### config.mk
export PLATFORM = sky130hd
export DESIGN_NAME = rom_stream_reader
export DESIGN_NICKNAME = d
export VERILOG_FILES = /design/src/rtl/rom_stream_pkg.sv /design/src/rtl/rom_stream_reader.sv
export SDC_FILE = /design/constraint.sdc
export NUM_CORES = 1
export LEC_CHECK = 0
export CORE_MARGIN = 2
export CORE_UTILIZATION = 40
export DETAILED_ROUTE_END_ITERATION = 10
export GPL_ROUTABILITY_DRIVEN = 0
export PLACE_DENSITY_LB_ADDON = 0.08
export SYNTH_ARGS = -nofsm -noshare
export SYNTH_HDL_FRONTEND = slang
export SYNTH_SLANG_ARGS = --single-unit
### constraint.sdc
create_clock -name clk -period 2.44 [get_ports clk]
set_clock_uncertainty 0.2 [all_clocks]
set_input_delay 0.488 -clock clk [delete_from_list [all_inputs] [get_ports clk]]
set_output_delay 0.488 -clock clk [all_outputs]
set_load 0.01 [all_outputs]
### src/rtl/rom_stream_pkg.sv
// Shared types and default widths for the ROM stream reader.
// Optional checksum output is enabled with ROM_STREAM_CHECKSUM_EN.
package rom_stream_pkg;

    localparam int ADDR_W = 2;
    localparam int DATA_W = 14;

    typedef enum logic [1:0] {
        IDLE  = 2'd0,
        FETCH = 2'd1,
        SEND  = 2'd2,
        DONE  = 2'd3
    } state_t;

endpackage

### src/rtl/rom_stream_reader.sv
// Walks an address window of a combinational ROM and streams each word out on valid/ready.
// Define ROM_STREAM_CHECKSUM_EN to add a running XOR checksum output (csum).
//
// state | meaning
// IDLE  | waiting for start; base/len sampled here only
// FETCH | rom_addr stable for a full cycle, ROM data captured at the edge
// SEND  | m_valid high, m_data held until the handshake
// DONE  | one-cycle done pulse, then back to IDLE
module rom_stream_reader
    import rom_stream_pkg::*;
#(
    parameter int ADDR_W = rom_stream_pkg::ADDR_W,
    parameter int DATA_W = rom_stream_pkg::DATA_W
) (
    input  logic              clk,
    input  logic              rst_n,
    input  logic              start,
    input  logic [ADDR_W-1:0] base,
    input  logic [ADDR_W:0]   len,
    output logic [ADDR_W-1:0] rom_addr,
    input  logic [DATA_W-1:0] rom_dout,
    output logic [DATA_W-1:0] m_data,
    output logic              m_valid,
    input  logic              m_ready,
    output logic              busy,
    output logic              done
`ifdef ROM_STREAM_CHECKSUM_EN
    ,
    output logic [DATA_W-1:0] csum
`endif
);

    localparam logic [ADDR_W:0] CNT_ONE = {{ADDR_W{1'b0}}, 1'b1};

    state_t              r_state;
    state_t              w_state_nxt;
    logic [ADDR_W-1:0]   r_addr;
    logic [ADDR_W-1:0]   w_addr_nxt;
    logic [ADDR_W:0]     r_cnt;
    logic [ADDR_W:0]     w_cnt_nxt;
    logic [DATA_W-1:0]   r_data;
    logic [DATA_W-1:0]   w_data_nxt;
    logic                r_valid;
    logic                w_valid_nxt;
    logic                w_hs;
    logic [DATA_W-1:0]   r_csum;
    logic [DATA_W-1:0]   w_csum_nxt;

    assign w_hs = r_valid & m_ready;

    always_ff @(posedge clk or negedge rst_n) begin
        if (!rst_n) begin
            r_state <= IDLE;
            r_addr  <= '0;
            r_cnt   <= '0;
            r_data  <= '0;
            r_valid <= 1'b0;
            r_csum  <= '0;
        end else begin
            r_state <= w_state_nxt;
            r_addr  <= w_addr_nxt;
            r_cnt   <= w_cnt_nxt;
            r_data  <= w_data_nxt;
            r_valid <= w_valid_nxt;
            r_csum  <= w_csum_nxt;
        end
    end

    always_comb begin
        w_state_nxt = r_state;
        w_addr_nxt  = r_addr;
        w_cnt_nxt   = r_cnt;
        w_data_nxt  = r_data;
        w_valid_nxt = r_valid;
        w_csum_nxt  = r_csum;
        unique case (r_state)
            IDLE: begin
                if (start) begin
                    w_csum_nxt = '0;
                    if (len != '0) begin
                        w_addr_nxt  = base;
                        w_cnt_nxt   = len;
                        w_state_nxt = FETCH;
                    end else begin
                        w_state_nxt = DONE;
                    end
                end
            end
            FETCH: begin
                w_data_nxt  = rom_dout;
                w_valid_nxt = 1'b1;
                w_state_nxt = SEND;
            end
            SEND: begin
                if (w_hs) begin
                    w_valid_nxt = 1'b0;
                    w_csum_nxt  = r_csum ^ r_data;
                    if (r_cnt == CNT_ONE) begin
                        w_state_nxt = DONE;
                    end else begin
                        // Address wraps naturally modulo 2**ADDR_W.
                        w_cnt_nxt   = r_cnt - CNT_ONE;
                        w_addr_nxt  = r_addr + ADDR_W'(1);
                        w_state_nxt = FETCH;
                    end
                end
            end
            DONE: begin
                w_state_nxt = IDLE;
            end
            default: begin
                w_state_nxt = IDLE;
            end
        endcase
    end

    assign rom_addr = r_addr;
    assign m_data   = r_data;
    assign m_valid  = r_valid;
    assign busy     = (r_state != IDLE);
    assign done     = (r_state == DONE);

`ifdef ROM_STREAM_CHECKSUM_EN
    assign csum = r_csum;
`endif

endmodule

# After elaboration in Yosys (flattened, before gate mapping)
# Index checks and enable logic that the tools add are counted.
# classes
n_shift	0
n_lt_le_gt_ge	0
n_eq_ne	8
n_reduce_logical	8
n_div	0
addsub	2
multipliers	0
bitwise_logic	1
muxes	17
# op_table
cell	count
2-bit two-way mux	8
3-bit two-way mux	4
2-bit inequality test (second input constant)	4
2-bit one-hot mux with 4 select lines	1
3-bit one-hot mux with 2 select lines	1
2-bit nonzero test	3
5-bit AND reduction	1
2-bit == test (second input constant)	2
2-bit one-hot mux with 2 select lines	1
2-bit AND reduction	2
3-bit by 1-bit == test with 1-bit output (second input constant)	1
3-bit nonzero test	1
3-bit by 1-bit subtractor with 3-bit output (second input constant)	1
2-bit by 1-bit adder with 2-bit output (second input constant)	1
2-bit by 1-bit == test with 1-bit output (second input constant)	1
2-bit logical NOT	1
1-bit one-hot mux with 2 select lines	1
1-bit AND	1
1-bit two-way mux	1
# totals
output_inout_bits	19
rom_bits	0
regBits	22
mem_bits_rw	0
n_memories	0
elab_cells	41
latchBits	0

# Depth between registers and ports, before layout
# Gate-level depths: netlist of run 1.
# depth
word_depth	4
ltp_mapped	6
mapped_depth_nobuf	6

# Worst setup path before layout of run 1
# Ideal clock, no wire load.
# synth_timing
kind	register to register
startpoint	register r_cnt[0]
endpoint	register r_cnt[1]
setup_slack_ns	0.764
synth_period_minus_slack_ns	1.676
setup_ns	0.079
n_path_buf	0
t_required_ns	2.161
t_arrival_ns	1.397
path_stages_with_launch	6
cell_sequence	dfrtp_1 -> ha_1 -> and3b_1 -> or3_4 -> a21oi_4 -> mux2i_1
# synth_via
elab_chain_len	4
word_cells_on_any_way	7
cone_classes	1 x add/sub; 2 x eq/ne; 3 x mux; 1 x reduce/logical
# synth_lines
item	line	source
start, declared	rom_stream_reader.sv:39	logic [ADDR_W:0] r_cnt;
start signal, assigned	rom_stream_reader.sv:62	r_cnt <= w_cnt_nxt;
3-bit by 1-bit subtractor with 3-bit output	rom_stream_reader.sv:102	w_cnt_nxt = r_cnt - CNT_ONE;
3-bit two-way mux	rom_stream_reader.sv:98	if (r_cnt == CNT_ONE) begin
3-bit two-way mux	rom_stream_reader.sv:95	if (w_hs) begin
3-bit one-hot mux with 2 select lines	rom_stream_reader.sv:76	unique case (r_state)
# Parallel ways exist; a longest one is shown, timed or not. The select of a mux whose other input is x is not followed.
# A chain may end at the register's enable or synchronous reset.

# Final worst setup path of run 1
# layout_timing
startpoint	register r_state[0]
endpoint	output busy
# layout_via
elab_chain_len	1
# layout_lines
item	line	source
start, declared	rom_stream_reader.sv:35	state_t r_state;
start signal, assigned	rom_stream_reader.sv:60	r_state <= w_state_nxt;
2-bit nonzero test	rom_stream_reader.sv:120	assign busy = (r_state != IDLE);
end, declared	rom_stream_reader.sv:25	output logic busy,
# Every way passes these cells.

==> results.txt, run 1 <==
status = finished, final reports clean
vias in the first global route = 797
Cell Chain, Critical Path = or2_2 > clkdlybuf4s50_1
final wirelength = 2099 um
clock transition at the registers of the reported paths = 120 ps
Worst-Skew Late Latency = 310 ps
sequential share of the synthesized area = 49.72%
RSZ-0062 raised after global routing = no
Starting Density = 41.22%
mapped cell area = 1107 sq um
First-pass DRT Iterations = 2
pre-CTS setup slack = 303.1 ps
leading area contributor after synthesis = dfrtp_1
CTS tree = yes
Hold WS = 307.4 ps
Max stage delay on crit path = 500 ps
setup tns final = 0 ps
Vias/cell = 4.975
Inserted Clock Buffers = 3
layout cells sized above 1 = 21.37%
Layout fillers = 243
data arrival time of the critical path = 1620 ps
Pwr Density = 1209 nW/um^2
Die ar. = 3205 sq um
final worst slack = 135.4 ps
initial antenna violation count = 0
wire per inst = 12.96 um
setup violators final = 0
I/O pin cnt = 42
Buffers & Inverters on Critical Path = 1
synthesized netlist net count = 112
H-Tree Depth = 1
Slowest cell on crit path = dfrtp_1
post-synthesis cell type count = 29
maxcap violations = 0
final hold viol count = 0
worst-path fanout max = 8
GR Util All Layers = 14.60%
DRC Markers = 0
GRT Residual Overflow = 0
Final Slew Violations = 0
VDD IR max = 0.0007915 V
worst relative slew slack = 66.35%
worst setup path class = flip-flop to output port
hold buffer count at CTS = 0
Final #Nets = 157
row count = 19
Post-Syn Instances = 87
Req. time, crit path = 1750 ps
synthesized flop and latch total = 22
final period utilization = 94.45%
postcts setup bufs = 0
clk sink count = 22
Hold Path Class = input pin to asynchronous set/reset pin
clock tree root buffer cell = clkbuf_4
Critical Path Start Type = flip-flop
post-synthesis average cell area = 12.73 sq um
IO buf count = 41
Vias = 806
HPWL Detailed = 1521 um
largest net degree at the start of global routing = 23
Die Y = 56.62 um
Yosys Warn Count = 0
leakage dissipation = 0.6605 nW
CP delay by family, top = flip-flops
top-area cell type share of the netlist area = 49.72%
Gates resized, CTS repair = 0
minimum clock period = 2305 ps
initial DRC count = 15
top post-synthesis cells by area = dfrtp_1, mux2_4, mux2_2
area grow syn2layout = 42.71%
CTS max path bufs = 2
endpoint class of the critical path = output port
Core Area = 2686 sq um
Routed Antenna Nets = 0
die width = 56.62 um
first-pass GRT wire length = 3657 um
Max Freq = 433.9 MHz
ANT cells = 0
Tightest Pin Transition = 503.7 ps
==> sequential cells by signal, indices dropped and copies added, names as in the netlist <==
signal    cells
rom_addr      2
m_valid       1
r_cnt         3
m_data       14
r_state       2
==> final timing paths <==
kind | from | to | slack, ps | cells past startpoint
worst max-delay path | r_state[0]$_DFFE_PN0P_ | busy | 140 | 2
worst max register to register | r_cnt[0]$_DFFE_PN0P_ | r_cnt[1]$_DFFE_PN0P_ | 620 | 5
worst min register to register | m_data[11]$_DFFE_PN0P_ | m_data[11]$_DFFE_PN0P_ | 320 | 1
max in group asynchronous | rst_n | m_data[3]$_DFFE_PN0P_ | 1500 | 2
min in group clk | m_data[11]$_DFFE_PN0P_ | m_data[11]$_DFFE_PN0P_ | 320 | 1
worst min-delay path | rst_n | m_data[0]$_DFFE_PN0P_ | 310 | 2
==> where the power goes <==
group,switching [mW],internal [mW],total (mW)
combinational,0.408,0.635,1.04
sequential,0.120,0.547,0.668
clock,0.108,0.0911,0.199
==> cells in the mapped netlist <==
cell      count
mux2_4       10
a31oi_1       2
a21oi_4       2
nor4_2        1
nand3_4       1
inv_1         3
dfrtp_1      22
or2_2         1
o31ai_1       1
o21ai_0       7
clkbuf_2      1
and3b_1       1
nand2b_1      3
o21ai_1       1
and2_1        1
mux2_2        4
nand2_1       3
nor2b_1       1
buf_4         1
a21oi_1       6
buf_6         2
o21a_1        2
or3_4         1
and2b_1       1
mux2i_1       1
nor2_1        2
nand2b_4      1
nand3_1       3
ha_1          2
==> kinds of logic (layout without fill, tap and decap cells) <==
kind of cell    after synthesis  after routing  synth area share (%)
buf+inv                       7             51                 4.180
compound gates               21             21                 12.43
flops                        22             22                 49.72
mux                          15             15                 18.53
fa+ha+maj                     2              2                 2.260
simple gates                 20             20                 12.88
==> area by class of cell <==
| cell class | instances | area, sq um | area share (%) |
|---|---|---|---|
| Timing Repair Buffer | 44 | 432.9 | 27.40 |
| Tap cell | 31 | 38.79 | 2.454 |
| Clock buffer | 4 | 36.28 | 2.296 |
| Inverter | 3 | 11.26 | 0.7126 |
| Sequential cell | 22 | 550.5 | 34.84 |
| Multi-Input combinational cell | 58 | 510.5 | 32.30 |
==> per-stage QoR <==
stage	utilization (%)	cell area (sq um)	std cells	power (mW)
global route	58.83	1580	162	2.051
detailed placement	57.48	1544	158	1.726
CTS	58.83	1580	162	1.935
global placement	57.48	1544	158	1.711
floorplan	-	1107	87	1.301
finish	58.83	1580	162	1.910
==> routing by layer <==
layer | GRT usage, % | part of all wire [%] | up-vias
met2 | 22.09 | 44 | 26
met3 | 5.069 | 7.1 | 4
met1 | 20.27 | 48 | 378
met5 | 0 | 0 | -
met4 | 3.061 | 1.4 | 0
li1 | - | - | 398
==> worst reg2reg max path, stage by stage, from the launching register on <==
cell	delay, ps
dfrtp_1	420
ha_1	230
and3b_1	190
or3_4	350
a21oi_4	160
mux2i_1	200
==> layout by cell type, fill, tap and decap left out, types with 4 or more instances in the layout <==
master	Yosys	layout
clkdlybuf4s50_1	0	41
a21oi_1	6	6
mux2_4	10	10
mux2_2	4	4
o21ai_0	7	7
dfrtp_1	22	22
Power figures use the tool's default switching activity.
==> run 2: changes to the inputs <==
Settings changed: CORE_UTILIZATION 40 to 46.
==> run 2 against run 1 <==
Compared with the run above:
- cell area fell by 1.1%
- flip-flop and latch count did not move
- hold slack gained 9.9 ps
- worst setup slack got worse by 4.2 ps
- largest power group unchanged
- via count increased by 1.7%
- largest cell class unchanged
- critical path depth is the same
- register-to-register slack about the same
- clock power decreased by 19%
- total power fell by 1.0%
==> results.txt, run 2 (synthesized netlist as in run 1, its figures left out) <==
CP delay by family, top = flip-flops
Final #Nets = 157 (unchanged)
endpoint class of the critical path = output port
VDD IR max = 0.0006700 V (-15%)
row count = 17 (-2)
Cell Chain, Critical Path = or2_2 > clkdlybuf4s50_1
worst-path fanout max = 8 (unchanged)
Layout fillers = 192 (-21%)
clock transition at the registers of the reported paths = 120 ps (about the same)
CTS max path bufs = 2 (unchanged)
initial DRC count = 13 (-2)
Die Y = 53.07 um (-6.3%)
GR Util All Layers = 19.51% (+4.9 points)
leakage dissipation = 0.6533 nW (-1.1%)
first-pass GRT wire length = 3822 um (+4.5%)
Critical Path Start Type = flip-flop
I/O pin cnt = 42 (unchanged)
Core Area = 2255 sq um (-16%)
wire per inst = 14.40 um (+11%)
overall power = 1.891 mW (-1.0%)
RSZ-0062 raised after global routing = no
IO buf count = 41 (unchanged)
DRC Markers = 0 (unchanged)
layout cells sized above 1 = 20.77% (-0.60 points)
final instance area = 1563 sq um (-1.1%)
hold buffer count at CTS = 0 (unchanged)
Req. time, crit path = 1750 ps (about the same)
Largest register FFs = 14 (unchanged)
Max stage delay on crit path = 500 ps (about the same)
minimum clock period = 2309 ps (+4.227 ps)
Vias = 820 (+1.7%)
largest net degree at the start of global routing = 23 (unchanged)
data arrival time of the critical path = 1620 ps (about the same)
postcts setup bufs = 0 (unchanged)
Starting Density = 49.11% (+7.9 points)
Tightest Pin Transition = 461.6 ps (-42.08 ps)
clk sink count = 22 (unchanged)
die width = 53.07 um (-6.3%)
final period utilization = 94.63% (+0.17 points)
commonest cells after routing, fill and taps aside = clkdlybuf4s50_1, dfrtp_1, mux2_4, o21ai_0, a21oi_1
ANT cells = 0 (unchanged)
Max Freq = 433.1 MHz (-0.18%)
worst relative slew slack = 69.16% (+2.8 points)
First-pass DRT Iterations = 4 (+2)
clock tree root buffer cell = clkbuf_4
placed inst area = 1540 sq um (-0.24%)
worst setup path class = flip-flop to output port
setup violators final = 0 (unchanged)
H-Tree Depth = 1 (unchanged)
Routed Antenna Nets = 0 (unchanged)
Final Slew Violations = 0 (unchanged)
Hold Path Class = input pin to asynchronous set/reset pin
GRT Residual Overflow = 0 (unchanged)
Die ar. = 2816 sq um (-12%)
HPWL Detailed = 1714 um (+13%)
setup tns final = 0 ps (unchanged)
final hold viol count = 0 (unchanged)
Pwr Density = 1210 nW/um^2 (about the same)
status = finished, final reports clean
Slowest cell on crit path = dfrtp_1
final wirelength = 2275 um (+8.4%)
initial antenna violation count = 0 (unchanged)
Buffers & Inverters on Critical Path = 1 (unchanged)
vias in the first global route = 810 (+1.6%)
Inserted Clock Buffers = 3 (unchanged)
area grow syn2layout = 41.13%
post-layout util = 69.31% (+10 points)
Hold WS = 317.3 ps (+9.902 ps)
CTS tree = yes
Worst-Skew Late Latency = 310 ps (about the same)
Gates resized, CTS repair = 0 (unchanged)
maxcap violations = 0 (unchanged)
most common cell after layout, fill and taps aside = clkdlybuf4s50_1
Vias/cell = 5.190 (+4.3%)
run 2: cell types whose count changed in the layout (fill, tap and decap cells not counted):
cell and change:
clkbuf_8 -1
run 2: worst register-to-register path: cells and delay by family (launching register included):
| kind | cells | cell delay [ps] |
|---|---|---|
| AO/OA/AOI/OAI | 1 | 150 |
| flip-flops | 1 | 430 |
| adder cells (fa/ha/maj) | 1 | 220 |
| multiplexers | 1 | 200 |
| AND/OR/NAND/NOR | 2 | 530 |
run 2: area by class of cell:
type | instances | area, sq um | area share, %
clock buffer | 3 | 22.52 | 1.441
tap | 28 | 35.03 | 2.242
inverter | 3 | 11.26 | 0.7206
sequential | 22 | 550.5 | 35.23
multi-input combinational | 58 | 510.5 | 32.67
timing repair buffer | 44 | 432.9 | 27.70
run 2: path summary, 6_finish.rpt:
| kind | endpoint | startpoint | slack, ps | cells after the start |
|---|---|---|---|---|
| setup reg to reg | r_cnt[1]$_DFFE_PN0P_ | r_cnt[0]$_DFFE_PN0P_ | 620 | 5 |
| setup / recovery | busy | r_state[0]$_DFFE_PN0P_ | 130 | 2 |
| min in group clk | m_data[4]$_DFFE_PN0P_ | m_data[4]$_DFFE_PN0P_ | 320 | 1 |
| hold reg to reg | m_data[4]$_DFFE_PN0P_ | m_data[4]$_DFFE_PN0P_ | 320 | 1 |
| hold / removal | rom_addr[1]$_DFFE_PN0P_ | rst_n | 320 | 2 |
| max in group asynchronous | m_data[3]$_DFFE_PN0P_ | rst_n | 1490 | 2 |
run 2: metrics by stage:
| step | cells | setup WS, ps |
|---|---|---|
| final | 158 | 131.1 |
| after global routing | 158 | 68.35 |
| after CTS | 158 | 116.4 |
| after detailed placement | 155 | 336.5 |
| after global placement | 155 | 379.1 |
| after floorplan | 87 | 764.0 |
run 2: layer usage:
metal | part of all wire, % | global-route usage (%)
met1 | 45 | 24.64
met2 | 48 | 31.46
met3 | 4.5 | 3.672
met4 | 2.0 | 10.26
met5 | 0 | 0
run 2: report_power, final:
group / switching (mW) / internal (mW) / total [mW]
Clock: 0.103 / 0.0576 / 0.161
Sequential: 0.128 / 0.548 / 0.676
Combinational: 0.419 / 0.635 / 1.05
Total: 0.650 / 1.24 / 1.89
==> run 3: changes to the inputs <==
Settings changed: SLEW_MARGIN from default to 0.
==> results of run 3 <==
Final layout, timing and power as in run 2 (identical DEF).
